<file path="config.mk">
export PLATFORM = sky130hd
export DESIGN_NAME = nvdla_reset_seq
export DESIGN_NICKNAME = d
export VERILOG_FILES = /design/src/rtl/nvdla_reset_seq.sv
export SDC_FILE = /design/constraint.sdc
export NUM_CORES = 1
export LEC_CHECK = 0
export CAP_MARGIN = 0
export CORE_ASPECT_RATIO = 1.2
export CORE_MARGIN = 2
export CORE_UTILIZATION = 58
export DETAILED_ROUTE_END_ITERATION = 8
export PLACE_DENSITY = 0.83
export SLEW_MARGIN = 20
export SYNTH_ARGS = -nofsm -noshare
export SYNTH_HDL_FRONTEND = slang
export SYNTH_SLANG_ARGS = --single-unit
</file>
<file path="constraint.sdc">
create_clock -name nvdla_clk -period 6.42 [get_ports nvdla_clk]
set_clock_uncertainty 0.15 [all_clocks]
set_input_delay 0.963 -clock nvdla_clk [delete_from_list [all_inputs] [get_ports nvdla_clk]]
set_output_delay 0.963 -clock nvdla_clk [all_outputs]
set_load 0.02 [all_outputs]
</file>
<file path="src/rtl/nvdla_reset_seq.sv">
// ============================================================================
//  Module   : nvdla_reset_seq
//  Brief    : NVDLA core reset sequencer. Synchronises extra reset sources
//             and a soft-reset request into nvdla_clk, enforces a minimum
//             clean hold, releases partition resets in staged index order
//             and keeps a sticky reset-cause register.
//  Revision : 1.0  initial release
// ============================================================================
`default_nettype none

module nvdla_reset_seq #(
  parameter int NUM_SRC    = 2,
  parameter int SYNC_DEPTH = 3,
  parameter int NUM_OUT    = 4,
  parameter int MIN_ASSERT = 8,
  parameter int STAGE_DLY  = 16
) (
  input  logic               nvdla_clk,
  input  logic               dla_reset_rstn,
  input  logic               direct_reset_,
  input  logic               test_mode,
  input  logic [NUM_SRC-1:0] src_rstn,
  input  logic               sw_reset_req,
  input  logic               status_clr,
  output logic [NUM_OUT-1:0] out_rstn,
  output logic               reset_busy,
  output logic [NUM_SRC:0]   rst_cause
);

  // Counter must reach the larger of the hold and stage intervals.
  localparam int c_MAX_CNT = (MIN_ASSERT > STAGE_DLY) ? MIN_ASSERT : STAGE_DLY;
  localparam int c_CNT_W   = $clog2(c_MAX_CNT + 1);
  localparam int c_K_W     = $clog2(NUM_OUT + 1);

  localparam logic [1:0] c_ST_RST  = 2'd0;
  localparam logic [1:0] c_ST_HOLD = 2'd1;
  localparam logic [1:0] c_ST_REL  = 2'd2;
  localparam logic [1:0] c_ST_RUN  = 2'd3;

  logic [NUM_SRC-1:0] w_sync_out;
  logic               w_combined;
  logic [1:0]         r_state;
  logic [c_CNT_W-1:0] r_cnt;
  logic [c_K_W-1:0]   r_k;
  logic [NUM_OUT-1:0] r_out_rstn;
  logic [NUM_OUT-1:0] w_rel_mask;
  logic [NUM_SRC:0]   r_cause;
  logic               w_sw_accept;

  // One synchroniser per source: asserts asynchronously, releases through the chain.
  for (genvar i = 0; i < NUM_SRC; i++) begin : g_sync
    logic                  w_arst_n;
    logic [SYNC_DEPTH-1:0] r_chain;

    assign w_arst_n = src_rstn[i] & dla_reset_rstn;

    // Shift ones in after the source (and primary reset) deassert.
    always_ff @(posedge nvdla_clk or negedge w_arst_n) begin
      if (!w_arst_n) begin
        r_chain <= '0;
      end else begin
        r_chain <= {r_chain[SYNC_DEPTH-2:0], 1'b1};
      end
    end

    assign w_sync_out[i] = r_chain[SYNC_DEPTH-1];
  end

  assign w_combined  = &w_sync_out;
  assign w_sw_accept = (r_state == c_ST_RUN) && sw_reset_req;

  // One-hot mask selecting the partition released at the current stage.
  always_comb begin
    w_rel_mask = '0;
    for (int j = 0; j < NUM_OUT; j++) begin
      w_rel_mask[j] = (c_K_W'(j) == r_k);
    end
  end

  // Sequencer: hold for MIN_ASSERT clean cycles, then release one partition per STAGE_DLY.
  always_ff @(posedge nvdla_clk or negedge dla_reset_rstn) begin
    if (!dla_reset_rstn) begin
      r_state    <= c_ST_RST;
      r_cnt      <= '0;
      r_k        <= '0;
      r_out_rstn <= '0;
    end else begin
      case (r_state)
        c_ST_RST: begin
          r_out_rstn <= '0;
          r_k        <= '0;
          if (w_combined) begin
            r_state <= c_ST_HOLD;
            r_cnt   <= c_CNT_W'(1);
          end else begin
            r_cnt <= '0;
          end
        end
        c_ST_HOLD: begin
          if (!w_combined) begin
            r_state    <= c_ST_RST;
            r_cnt      <= '0;
            r_out_rstn <= '0;
          end else if (r_cnt == c_CNT_W'(MIN_ASSERT)) begin
            // A single-partition build has nothing left to stage.
            r_state       <= (NUM_OUT == 1) ? c_ST_RUN : c_ST_REL;
            r_out_rstn[0] <= 1'b1;
            r_cnt         <= c_CNT_W'(1);
            r_k           <= c_K_W'(1);
          end else begin
            r_cnt <= r_cnt + c_CNT_W'(1);
          end
        end
        c_ST_REL: begin
          if (!w_combined) begin
            r_state    <= c_ST_RST;
            r_cnt      <= '0;
            r_k        <= '0;
            r_out_rstn <= '0;
          end else if (r_cnt == c_CNT_W'(STAGE_DLY)) begin
            r_out_rstn <= r_out_rstn | w_rel_mask;
            r_k        <= r_k + c_K_W'(1);
            r_cnt      <= c_CNT_W'(1);
            if (r_k == c_K_W'(NUM_OUT - 1)) begin
              r_state <= c_ST_RUN;
            end
          end else begin
            r_cnt <= r_cnt + c_CNT_W'(1);
          end
        end
        default: begin
          if (!w_combined || sw_reset_req) begin
            r_state    <= c_ST_RST;
            r_cnt      <= '0;
            r_k        <= '0;
            r_out_rstn <= '0;
          end
        end
      endcase
    end
  end

  // Sticky cause: sets take priority over a same-edge clear.
  always_ff @(posedge nvdla_clk or negedge dla_reset_rstn) begin
    if (!dla_reset_rstn) begin
      r_cause <= '0;
    end else begin
      r_cause <= (status_clr ? '0 : r_cause) | {w_sw_accept, ~w_sync_out};
    end
  end

  // Test mode overrides the partition resets after the flops.
  assign out_rstn   = test_mode ? {NUM_OUT{direct_reset_}} : r_out_rstn;
  assign reset_busy = ~&r_out_rstn;
  assign rst_cause  = r_cause;

endmodule

`default_nettype wire

</file>
==> results.md, run 1 <==
* Status: completed
* R2r worst-path depth at 6
* Worst-skew pair later-pin latency at about 320 ps
* Area of the core at ~0.0020 mm^2
* Number of routed nets with antenna violations at 0
* Hold Buf Count CTS at 0
* Pre-antenna DRT Iters at 4
* Setup violators final at 0
* Critical Path AT at 2320 ps
* DRT Wirelength at 2250 um
* Wire per inst at 13.2 um
* IO buf count at 15
* Syn-to-layout area delta at 16.5%
* #FFs+latches synth at 23
* Final Slew Violations at 0
* Crit Path Max Fanout at 5
* Final setup margin at between 2000 and 3000 ps
* CTS tree: built
* Kind of critical path: in2out
* CP Data Required Time at between 5000 and 6000 ps
* CP max stage delay at about 630 ps
* I/O pin cnt at 16
* Synth top area share at between 40% and 50%
* Synth Warn # at 0
* Post-synth ARST share at 100%
* Commonest cells after routing, fill and taps aside: dfrtp_1, inv_1, clkdlybuf4s50_1
* Leakage at 0.000663 uW
* RD Place Congestion at ~0.79
* CP Cell Sequence: clkdlybuf4s50_1 -> nand2_1 -> o21ai_0 -> clkdlybuf4s50_1
* Total number of vias at roughly 950
* Syn Std Cell Area at 0.00125 mm^2
* Clock-pin slew on the worst setup and hold paths at between 100 and 150 ps
* Post-Synthesis Cells at roughly 120
* Clock root cell: clkbuf_4
* Worst Setup EP: out_rstn[1]
* Post-synth EDFFs at 0
* Final Critical Period at ~3400 ps
* RSZ-0062 raised after global routing: false
* Yosys cell types at 35
* Post-DP HPWL at approximately 1700 um
* Initial antenna violation count at 0
* Max clock buf depth at 2
* Crit path buf inv count at 2
* DIE AREA at 0.00255 mm^2
* Final Util at 71.2%
* Crit path max-delay family: buffers and inverters
* Synthesized area per cell at between 10 and 15 um^2
* Worst setup EP type: primary output
* Leading cell type in the layout, fill and taps excluded: dfrtp_1
* Post-CTS Setup Bufs at 0
* Die Width at approximately 46 um
* R2R setup slack at 4180 ps
* Initial Util at 61.2%
* Placed cell count at 167
* Clock sinks at 23
* First-pass GRT wire length at 3690 um
* # resized after CTS at 0
* Finished Layout Cells at ~170
* Crit path max-delay cell type: clkdlybuf4s50_1
* Ant diodes at 0
* Cts bufs inserted at 3
* # DRC at 0
* Fin Setup TNS at 0 ps
* NumNets Final at roughly 160
* Via density at about 5.6
* Max_slew headroom at about 46%
* Largest net degree at the start of global routing at 20
* Vias in the first global route at between 800 and 900
* Most common cell on crit path: clkdlybuf4s50_1
* Pwr dens at between 200 and 300 mW/mm^2
* Overall Power at 428 uW
* Drt initial violations at 23
* Share of cells above drive strength 1 at under 10%
* Max-cap violations at 0
* Most used flip-flop cell after synthesis: dfrtp_1
* Synth top area cells: dfrtp_1, ha_1, inv_1
* Grt ovf at 0
* Pre-CTS setup slack at between 2000 and 3000 ps
* Slew @ Worst Pin at approximately 800 ps
* Type of the worst min-delay path: reg2reg
* CP startpoint kind: primary input
* Leading area contributor after synthesis: dfrtp_1
* Final Hold Viols at 0
* Gr usage total at 20.8%
* Crit Reg-Reg Startpoint: r_state[0]
* Worst R2R End: r_k[2]
* Max VDD drop at 0.231 mV
* Worst path depth at 4
* Sequential fraction of the synthesis area at a little under half
* CP Launch Point: test_mode
* Tcrit/Tclk final at 53.5%
* Die height at roughly 55 um
* H-tree depth at 1
* # rows at 18
* Fmax at a little under 300 MHz
-- cell families after synthesis --
kind of cell	synth area share [%]
buffers and inverters	5.69
adder cells (fa/ha/maj)	12.0
XOR/XNOR	2.10
other	0.299
multiplexers	4.49
AND/OR/NAND/NOR	14.9
AO/OA/AOI/OAI	14.7
flip-flops	45.9
-- cell usage after synthesis (2+ instances only) --
cell type and n:
o21ai_0 9, dfrtp_1 23, and2_1 2, a21oi_1 6, nand2_1 7, xnor2_1 3
ha_1 12, a22o_1 2, nor2_1 8, a41oi_1 2, nand3_1 6, inv_1 16
mux2i_1 3, and3_1 2
-- flip-flops by register name (all words and copies together), names as in the netlist --
name            flops
g_sync.r_chain      6
r_cnt               5
r_out_rstn          4
r_k                 3
rst_cause           3
r_state             2
-- stage by stage --
step	hold WS, ps	instance area, um^2
6_report	219	1460
2_1_floorplan	181	1260
4_1_cts	223	1460
5_1_grt	228	1460
3_3_place_gp	188	1430
3_5_place_dp	188	1430
-- layout make-up --
class                           instances  area, um^2
Timing Repair Buffer                   15         150
Sequential cell                        23         576
Clock buffer                            4        26.3
Fill cell                             154         589
Multi-Input combinational cell         83         611
Tap cell                               30        37.5
Inverter                               16        60.1
-- worst register-to-register path, delay by kind of cell, from the launching register on --
kind            cells  cell delay (ps)
buf+inv             1              100
fa+ha+maj           1              250
mux                 1              360
flops               1              430
simple gates        1              370
compound gates      2              500
-- where the power goes --
part | leakage (uW) | switching (uW) | internal, uW
clock network | 0.0000150 | 42.3 | 24.3
registers | 0.000299 | 19.2 | 165
logic | 0.000349 | 100 | 77.4
total | 0.000663 | 161 | 266
-- worst min-delay path by stage --
stage / endpoint / cells past startpoint / start
after floorplan: g_sync[0].r_chain[1] / 0 / g_sync[0].r_chain[0]
final: g_sync[1].r_chain[2] / 0 / g_sync[1].r_chain[1]
after global routing: g_sync[1].r_chain[1] / 0 / g_sync[1].r_chain[0]
after detailed placement: g_sync[0].r_chain[1] / 0 / g_sync[0].r_chain[0]
after global placement: g_sync[0].r_chain[2] / 0 / g_sync[0].r_chain[1]
after CTS: g_sync[1].r_chain[2] / 0 / g_sync[1].r_chain[1]
-- layer usage --
layer  vias to the layer above  GRT usage (%)  routed length (um)
met5                         -              0                   0
met4                         0           11.9                  59
met3                         7           2.27                 104
met2                        33           37.0                1150
met1                       454           23.6                 941
li1                        457              -                   -
Note: power is estimated with default switching activity, not from simulation.
==> inputs of run 2 (changes only) <==
--- a/config.mk
+++ b/config.mk
@@ -8,9 +8,9 @@
 export CAP_MARGIN = 0
 export CORE_ASPECT_RATIO = 1.2
 export CORE_MARGIN = 2
-export CORE_UTILIZATION = 58
+export CORE_UTILIZATION = 48
 export DETAILED_ROUTE_END_ITERATION = 8
-export PLACE_DENSITY = 0.83
+export PLACE_DENSITY = 0.73
 export SLEW_MARGIN = 20
 export SYNTH_ARGS = -nofsm -noshare
 export SYNTH_HDL_FRONTEND = slang
==> constraint.sdc (replaced) <==
create_clock -name nvdla_clk -period 2.8 [get_ports nvdla_clk]
set_clock_uncertainty 0.15 [all_clocks]
set_input_delay 0.42 -clock nvdla_clk [delete_from_list [all_inputs] [get_ports nvdla_clk]]
set_output_delay 0.42 -clock nvdla_clk [all_outputs]
set_load 0.02 [all_outputs]
==> run 2 against run 1 <==
Utilization fell by 13 points. Total power rose by 130%. Register-to-register slack got worse by 3600 ps. Setup slack got worse by 2500 ps. Combinational power rose by 130%. Sequential power rose by 130%. Die area rose by 19%. Non-clock buffer count did not move. Final cell count rose by 1.8%. Largest power group unchanged.
==> results.md, run 2 (synthesized netlist as in run 1, its figures left out) <==
* Gr busiest metal: met2 (unchanged)
* Post-CTS Setup Bufs at 0 (unchanged)
* Final Slew Violations at 0 (unchanged)
* Met2 Track Usage GR at 26.7% (was 37.0%)
* Crit Path Max Fanout at 5 (unchanged)
* Vias in the first global route at 863 (was 896)
* RSZ-0062 raised after global routing: false (unchanged)
* Worst-skew pair later-pin latency at 300 ps (was 320 ps)
* DRT Wirelength at 2180 um (was 2250 um)
* Kind of critical path: in2out (unchanged)
* Type of the worst min-delay path: in2async (was reg2reg)
* # DRC at 0 (unchanged)
* Initial Util at 50.1% (was 61.2%)
* I/O pin cnt at 16 (unchanged)
* Final Hold Viols at 0 (unchanged)
* Number of fill cells at 224 (was 154)
* Ant diodes at 0 (unchanged)
* Smallest hold slack at 218 ps (was 219 ps)
* Fin Setup TNS at 0 ps (unchanged)
* RD Place Congestion at 0.852 (was 0.790)
* Cts bufs inserted at 3 (unchanged)
* Die height at 60.0 um (was 54.9 um)
* # rows at 20 (was 18)
* Initial antenna violation count at 0 (unchanged)
* Status: completed (unchanged)
* Gr usage total at 15.8% (was 20.8%)
* Hold Buf Count CTS at 0 (unchanged)
* Die Width at 50.7 um (was 46.4 um)
* Worst setup EP type: primary output (unchanged)
* Leakage at 0.000663 uW (unchanged)
* Max_slew headroom at 47.9% (was 46.3%)
* Largest Register: g_sync.r_chain (unchanged)
* Total number of vias at 934 (was 951)
* Post-DP HPWL at 1670 um (was 1700 um)
* Final Util at 58.5% (was 71.2%)
* Pwr dens at 662 mW/mm^2 (was 293 mW/mm^2)
* Leading cell type in the layout, fill and taps excluded: dfrtp_1 (unchanged)
* Max-cap violations at 0 (unchanged)
* Drt initial violations at 32 (was 23)
* H-tree depth at 1 (unchanged)
* Syn-to-layout area delta at 16.8% (was 16.5%)
* Clock sinks at 23 (unchanged)
* Via density at 5.37 (was 5.56)
* R2r worst-path depth at 6 (unchanged)
* Critical Path AT at 1760 ps (was 2320 ps)
* Fmax at 430 MHz
* IO buf count at 15 (unchanged)
* R2R setup slack at 600 ps (was 4180 ps)
* Commonest cells after routing, fill and taps aside: dfrtp_1, inv_1, clkdlybuf4s50_1 (unchanged)
* Number of routed nets with antenna violations at 0 (unchanged)
* M3 GR Usage at 2.25% (was 2.27%)
* CTS tree: built (unchanged)
* Setup violators final at 0 (unchanged)
* Grt ovf at 0 (unchanged)
* First-pass GRT wire length at 3620 um (was 3690 um)
* Max reg flops at 6 (unchanged)
* Wire per inst at 12.5 um (was 13.2 um)
* DIE AREA at 0.00304 mm^2 (was 0.00255 mm^2)
* Area of the core at 0.00250 mm^2 (was 0.00205 mm^2)
* Max VDD drop at 0.434 mV (was 0.231 mV)
* Clock-pin slew on the worst setup and hold paths at 120 ps (was 110 ps)
* CP Data Required Time at 2230 ps (was 5310 ps)
* CP startpoint kind: primary input (unchanged)
* Max clock buf depth at 2 (unchanged)
* Tcrit/Tclk final at between 80% and 90%
* Met1 global-route usage at 18.8% (was 23.6%)
* Biggest regs: g_sync.r_chain x6, r_cnt x5, r_out_rstn x4 (unchanged)
* Share of cells above drive strength 1 at 5.67% (unchanged)
* # resized after CTS at 0 (unchanged)
* Pre-antenna DRT Iters at 4 (unchanged)
* NumNets Final at 162 (unchanged)
* Clock root cell: clkbuf_4 (unchanged)
* Final Critical Period at between 2000 and 2500 ps
* Largest net degree at the start of global routing at 20 (unchanged)
* Slew @ Worst Pin at 779 ps (was 802 ps)
[run 2: cell counts in the layout (fill, tap and decap cells not counted)]
Identical to the previous run, type by type.
[run 2: power by group]
| part | switching (uW) | internal (uW) |
|---|---|---|
| clock network | 91.9 | 55.5 |
| registers | 44.8 | 377 |
| logic | 223 | 177 |
[run 2: layout make-up]
class | count | area, um^2 | share of cell area, %
multi-input combinational | 83 | 611 | 41.7
sequential | 23 | 576 | 39.3
timing repair buffer | 15 | 150 | 10.3
inverter | 16 | 60.1 | 4.10
tap | 33 | 41.3 | 2.82
clock buffer | 4 | 26.3 | 1.79
[run 2: worst paths after layout]
| check | start | endpoint |
|---|---|---|
| min reg2reg | g_sync[0].r_chain[0] | g_sync[0].r_chain[1] |
| min | src_rstn[1] | g_sync[1].r_chain[0] |
| max in group asynchronous | dla_reset_rstn | g_sync[1].r_chain[2] |
| max | test_mode | out_rstn[0] |
| max reg2reg | r_state[0] | r_k[2] |
| min in group nvdla_clk | g_sync[0].r_chain[0] | g_sync[0].r_chain[1] |
[run 2: metrics by stage]
step / setup WS [ps] / power (uW) / instance area [um^2] / cells
detailed placement: 463 / 826 / 1440 / 170
global placement: 490 / 821 / 1440 / 170
finish: 473 / 969 / 1460 / 174
CTS: 457 / 978 / 1460 / 174
global route: 375 / 1040 / 1460 / 174
floorplan: 771 / 722 / 1260 / 123
[run 2: worst max-delay path, cell delays in order]
cell and delay, ps:
clkdlybuf4s50_1 520, nand2_1 110, o21ai_0 80, clkdlybuf4s50_1 620
[run 2: per-layer routing]
layer	vias up	wire length [um]	share of wire [%]
met2	38	1080	49
met4	0	40	1.8
li1	456	-	-
met5	-	0	0
met3	6	111	5.1
met1	434	954	44
